## src/rtl/alu_div_sequencer.sv

```systemverilog
// rtl/alu_div_sequencer.sv - sequencer for 32-bit unsigned restoring divide, one ALU divide-step per clock
module alu_div_sequencer #(
  parameter logic [3:0] DIV_OP  = 4'h6,
  parameter logic [3:0] IDLE_OP = 4'hF
) (
  input  logic        clk_i,
  input  logic        reset_i,
  input  logic        start_i,
  input  logic [31:0] dividend_i,
  input  logic [31:0] divisor_i,
  output logic        busy_o,
  output logic        done_o,
  output logic [31:0] quotient_o,
  output logic [31:0] remainder_o,
  output logic        div0_o,
  output logic [31:0] alu_a_o,
  output logic [31:0] alu_b_o,
  output logic [31:0] alu_di_o,
  output logic [3:0]  alu_inst_o,
  output logic        alu_ci_o,
  output logic        alu_firstcyc_o,
  input  logic [31:0] alu_z_i,
  input  logic [31:0] alu_do_i,
  input  logic [3:0]  alu_flags_i
);

  typedef enum logic [1:0] {
    S_IDLE = 2'd0,
    S_RUN  = 2'd1,
    S_FIN  = 2'd2
  } state_t;

  state_t      state_q, state_d;
  logic [31:0] q_q, q_d;
  logic [31:0] r_q, r_d;
  logic [31:0] dv_q, dv_d;
  logic [4:0]  cnt_q, cnt_d;
  logic        div0_q, div0_d;
  logic        busy_q, busy_d;
  logic        done_q, done_d;
  logic [3:0]  inst_q, inst_d;
  logic        take;

  // R[31] set means the shifted partial remainder is 33 bits wide and always exceeds D.
  assign take = alu_flags_i[1] | r_q[31];

  always_comb begin
    state_d = state_q;
    q_d     = q_q;
    r_d     = r_q;
    dv_d    = dv_q;
    cnt_d   = cnt_q;
    div0_d  = div0_q;
    unique case (state_q)
      S_IDLE: begin
        if (start_i) begin
          if (divisor_i != 32'd0) begin
            q_d     = dividend_i;
            r_d     = 32'd0;
            dv_d    = divisor_i;
            cnt_d   = 5'd0;
            div0_d  = 1'b0;
            state_d = S_RUN;
          end else begin
            q_d     = 32'hFFFF_FFFF;
            r_d     = dividend_i;
            div0_d  = 1'b1;
            state_d = S_FIN;
          end
        end
      end
      S_RUN: begin
        r_d   = take ? alu_z_i : {r_q[30:0], q_q[31]};
        q_d   = {alu_do_i[31:1], take};
        cnt_d = cnt_q + 5'd1;
        if (cnt_q == 5'd31) begin
          state_d = S_FIN;
        end
      end
      S_FIN: begin
        state_d = S_IDLE;
      end
      default: begin
        state_d = S_IDLE;
      end
    endcase
    busy_d = (state_d == S_RUN);
    done_d = (state_d == S_FIN);
    inst_d = (state_d == S_RUN) ? DIV_OP : IDLE_OP;
  end

  always_ff @(posedge clk_i) begin
    if (reset_i) begin
      state_q <= S_IDLE;
      q_q     <= 32'd0;
      r_q     <= 32'd0;
      dv_q    <= 32'd0;
      cnt_q   <= 5'd0;
      div0_q  <= 1'b0;
      busy_q  <= 1'b0;
      done_q  <= 1'b0;
      inst_q  <= IDLE_OP;
    end else begin
      state_q <= state_d;
      q_q     <= q_d;
      r_q     <= r_d;
      dv_q    <= dv_d;
      cnt_q   <= cnt_d;
      div0_q  <= div0_d;
      busy_q  <= busy_d;
      done_q  <= done_d;
      inst_q  <= inst_d;
    end
  end

  assign busy_o         = busy_q;
  assign done_o         = done_q;
  assign quotient_o     = q_q;
  assign remainder_o    = r_q;
  assign div0_o         = div0_q;
  assign alu_a_o        = dv_q;
  assign alu_b_o        = r_q;
  assign alu_di_o       = q_q;
  assign alu_inst_o     = inst_q;
  assign alu_ci_o       = 1'b0;
  assign alu_firstcyc_o = 1'b1;

  // Only the carry flag and DO[31:1] matter; the rest of the ALU return path is don't-care.
  logic unused_alu_bits;
  assign unused_alu_bits = ^{alu_flags_i[3:2], alu_flags_i[0], alu_do_i[0]};

endmodule
```

## config.mk

```make
export PLATFORM = sky130hd
export DESIGN_NAME = alu_div_sequencer
export DESIGN_NICKNAME = d
export VERILOG_FILES = /design/src/rtl/alu_div_sequencer.sv
export SDC_FILE = /design/constraint.sdc
export NUM_CORES = 1
export LEC_CHECK = 0
export CORE_ASPECT_RATIO = 1.2
export CORE_UTILIZATION = 35
export CTS_CLUSTER_SIZE = 28
export DETAILED_ROUTE_END_ITERATION = 8
export PLACE_DENSITY = 0.79
export SYNTH_ARGS = -nofsm -noshare
export SYNTH_HDL_FRONTEND = slang
export SYNTH_SLANG_ARGS = --single-unit
```

## constraint.sdc

```tcl
create_clock -name clk_i -period 1.8 [get_ports clk_i]
set_input_delay 0.36 -clock clk_i [delete_from_list [all_inputs] [get_ports clk_i]]
set_output_delay 0.36 -clock clk_i [all_outputs]
set_load 0.02 [all_outputs]
```

Word level (Yosys, flattened, before mapping). Index checks and enable logic that the tools add are counted.

Register bits: 110.

Add/sub/neg operators: 1. Equal/unequal tests: 6. Mux-type cells: 16. Bitwise logic cells: 1. Reduce and logical (&&, ||, !) cells: 7.

Operators with widths (number): 2-to-1 mux 32 bit (5); one-hot mux 32 bit (2 select lines) (2); nonzero test 32 bit (1); 2-to-1 mux 5 bit (2); one-hot mux 5 bit (2 select lines) (1); 2-to-1 mux 2 bit (3); AND reduction 3 bit (2); adder 5 x 1 -> 5 bit (second input constant) (1); == test 5 bit (second input constant) (1); == test 2 x 1 -> 1 bit (second input constant) (2); 2-to-1 mux 4 bit (1); inequality test 2 bit (second input constant) (2); one-hot mux 2 bit (2 select lines) (1); AND reduction 2 bit (2); == test 2 bit (second input constant) (1); logical NOT 2 bit (1); nonzero test 2 bit (1); 2-to-1 mux 1 bit (1); OR 1 bit (1).

Depth between registers and ports, before layout.
Depth in word-level cells: 6. Gate-level depth with buffers: 7. Depth with buffers taken out: 6.

Worst setup path after synthesis. OpenSTA, ideal clock, no wires.

Path type: input to register. Start: in divisor_i[26]. End: reg dv_q[29], in the netlist alu_a_o[29]. Library setup time: 128 ps. Arrival: 1630 ps. Data required time: 1672 ps. Path slack: 43 ps. Stages on the path: 6. Path buffers: 1. Cell sequence: nor4_1 > nand4_1 > o21ai_2 > buf_4 > mux2i_1 > nor2_1.

Longest elaborated chain between the ends: 2.

RTL lines: from (decl) (RTL line 10) `input logic [31:0] divisor_i,`; nonzero test 32 bit (RTL line 57) `if (divisor_i != 32'd0) begin`; AND reduction 3 bit (no line); to (signal assigned) (RTL line 107) `dv_q <= dv_d;`; to (decl) (RTL line 36) `logic [31:0] dv_q, dv_d;`.

No other way between the ends. A chain may end at the register's enable or synchronous reset.

Final worst setup path.
Start: reg q_q[0], in the netlist alu_di_o[0]. End: out alu_di_o[0].

RTL lines: from (decl) (RTL line 34) `logic [31:0] q_q, q_d;`; from (signal assigned) (RTL line 105) `q_q <= q_d;`; to (decl) (RTL line 18) `output logic [31:0] alu_di_o,`.

No word-level cell between the ends.

==> impl_metrics.ini <==
[run_status]
status = completed

[setup_path]
critPathLaunchType = register
critPathMaxStageDelay_ns = 0.64
cp_num_cells = 1
rr_startpoint = state_q[0]$_SDFF_PP0_
criticalPathCategory = reg2out
path_cells = clkdlybuf4s50_1
critPathSlowestCell = clkdlybuf4s50_1
cp_top_family = buffers and inverters
rr_worst_depth = 5
crit_arrival_ns = 1.40
worstSetupEndpointType = output pin
required_ns = 1.44
path_buf_inv = 1
r2r_slack_ns = 0.18
reg2reg_to = alu_di_o[24]$_SDFFE_PP0P_
cp_max_fo = 3

[power]
p_per_area_nw_per_um2 = 770
p_leak_nw = 3.83
vdd_ir_drop_max_mv = 0.473

[min_path]
hold_depth = 3
hold_path_startpoint = divisor_i[18]
hp-class = in2reg
min_to = alu_a_o[18]$_SDFFE_PP0P_

[logic_synthesis]
yosysMostFrequentCell = nor2_1
synth_top_flop_cell = dfxtp_1
synthAdderAreaFrac_pct = 0.463
ys_ff_latch = 107
ys_top_cells_by_area = dfxtp_1 40%, mux2i_1 12%, buf_4 9.7%
synth_top_area_share_pct = 39.7
async_flop_share_pct = 0
synth_cells = 626
synthXorXnorAreaFrac_pct = 0.162
synth_top_cells_by_count = 119 x nor2_1, 107 x dfxtp_1, 70 x buf_4
ys_types = 36
seq_area_frac_synth_pct = 39.7
synth_mux_area_share_pct = 12.0
synth_top_family_by_area = simple AND/OR/NAND/NOR gates
yosysWarnings = 0
yosysTopAreaCell = dfxtp_1
avgSynthCellArea_um2 = 8.63
syn_area_um2 = 5400
synth_compound_area_share_pct = 14.8
synth_edf_count = 0
yosys.area_share.simple_pct = 18.6

[sta]
rsz0062_at_grt = no
fin_setup_tns_ns = 0
period_share_pct = 97.8
final_hold_viol_count = 0
max_freq_mhz = 568
hold_ws_ns = 0.268
drv_slew = 0
min_period_ns = 1.76
setup_viol = 0
skew_ns = 0.0147

[die]
core_um2 = 15000
dieArea_um2 = 15900
die_h_um = 138
fp.dieW_um = 115
rows = 49
ios = 304
start_util_pct = 36.0

[placed_design]
routabilityCongestion = 0.790
dpl-instance-area_um2 = 8360
io_buffers = 295
hpwl_um = 12600

[cts]
clock_latency_ns = 0.35
numCtsBuffers = 9
htree_levels = 3
cts_root_buf = clkbuf_16
cts_buffer_depth = 2
clock_sinks = 107
clk_pin_slew_ns = 0.08
ctsHoldBuffers = 0
cts_tree = built

[grt]
antenna_found_initial = 0
grt_pass1_wl_um = 27400
grt-ovfl-total = 0
grt_start_max_net_pins = 50
grt_pass1_vias = 5197
track_usage_pct = 21.8

[layout]
nNetsFinal = 1011
drive_above_1_share_pct = 17.1
fill_cells = 1283
antenna_cells = 0
syn_to_final_growth_pct = 66.2
fin_area_um2 = 8980
fin_util_pct = 59.8

[drt]
drt-initial-drc-count = 247
wire_per_inst_um = 17.0
totalWireLength_um = 18400
viasPerCell = 4.98
dr_total_vias = 5392
drcViolationCount = 0
antenna_left = 0
dr.pass1.iters = 4

[flow_run]
cap_violations = 0
[worst max path at each step]
stage	from	slack (ns)	to
6_report	alu_di_o[0]$_SDFFE_PP0P_	0.04	alu_di_o[0]
5_1_grt	alu_b_o[2]$_SDFFE_PP0P_	0.002	alu_b_o[2]
4_1_cts	divisor_i[27]	0.008	alu_b_o[21]$_SDFFE_PP0P_
3_5_place_dp	divisor_i[23]	-0.58	alu_a_o[19]$_SDFFE_PP0P_
3_3_place_gp	divisor_i[23]	-0.52	alu_a_o[21]$_SDFFE_PP0P_
2_1_floorplan	divisor_i[26]	0.04	alu_a_o[29]$_SDFFE_PP0P_
[timing repair]
item                       4_1_cts  5_1_grt
pin swaps                       13       25
buffers inserted                 8        1
cloned                           3        5
setup endpoints to repair      104      113
gates resized for setup         55       81
[cell usage in the layout (no fill, tap or decap), drive strengths merged]
cell type,n
a31oi,32
nor2b,1
a311oi,24
nor3,32
a21boi,1
ha,2
dlymetal6s2s,14
xnor2,1
clkdlybuf4s15,7
a211oi,6
inv,4
nand3,2
conb,4
nor3b,1
mux2i,65
dlygate4sd2,7
o31ai,1
nor2,120
clkdlybuf4s50,243
a22oi,2
nand4,2
nand2b,3
a21oi,2
o311ai,1
nand2,49
or3,1
buf,56
clkbuf,34
clkinv,5
o21ai,34
nor4,15
and3,1
dfxtp,107
[cells by family (layout without fill, tap and decap cells)]
logic type / after synthesis / in the layout
flip-flops: 107 / 107
buffers and inverters: 119 / 370
multiplexers: 65 / 65
XOR/XNOR: 1 / 1
adder cells (fa/ha/maj): 2 / 2
AND/OR/NAND/NOR: 227 / 227
AO/OA/AOI/OAI: 103 / 103
other: 2 / 4
[flip-flops by register name, summed over array words and instances (netlist names)]
name / flops
cnt_q: 5
done_o: 1
alu_di_o: 32
state_q: 2
alu_b_o: 32
div0_o: 1
alu_a_o: 32
alu_inst_o: 1
busy_o: 1
[per-stage QoR]
step                setup WS (ns)  instances  total power, mW
floorplan                  0.0429        628             3.90
global placement           -0.522       1051             4.84
detailed placement         -0.583       1051             4.88
CTS                       0.00830       1078             6.92
global route              0.00183       1083             7.21
finish                     0.0393       1083             6.91
[tightest hold or removal path, cell delays in order]
cell,delay [ns]
clkbuf_2,0.10
mux2i_1,0.06
nor2_1,0.07
[report_power, final]
| group | switching [mW] | internal (mW) | total [mW] |
|---|---|---|---|
| clock network | 1.03 | 0.992 | 2.02 |
| registers | 0.163 | 2.54 | 2.71 |
| logic | 1.06 | 1.12 | 2.18 |
[routing by layer]
metal | GRT usage [%] | part of all wire, % | vias to the layer above
met2 | 37.9 | 50 | 208
met1 | 25.8 | 41 | 2542
met5 | 0 | 0 | -
met4 | 5.81 | 1.5 | 0
li1 | - | - | 2623
met3 | 6.31 | 7.5 | 19
[cell type report]
class / count / area (µm²) / share of cell area [%]
clock buffers: 9 / 225 / 2.51
clock inverters: 7 / 81.3 / 0.906
inverters: 2 / 7.51 / 0.0836
multi-input cells: 402 / 2670 / 29.8
flip-flops and latches: 107 / 2140 / 23.9
well taps: 204 / 255 / 2.84
repair buffers: 352 / 3590 / 40.0
(Power assumes the default switching activity.)
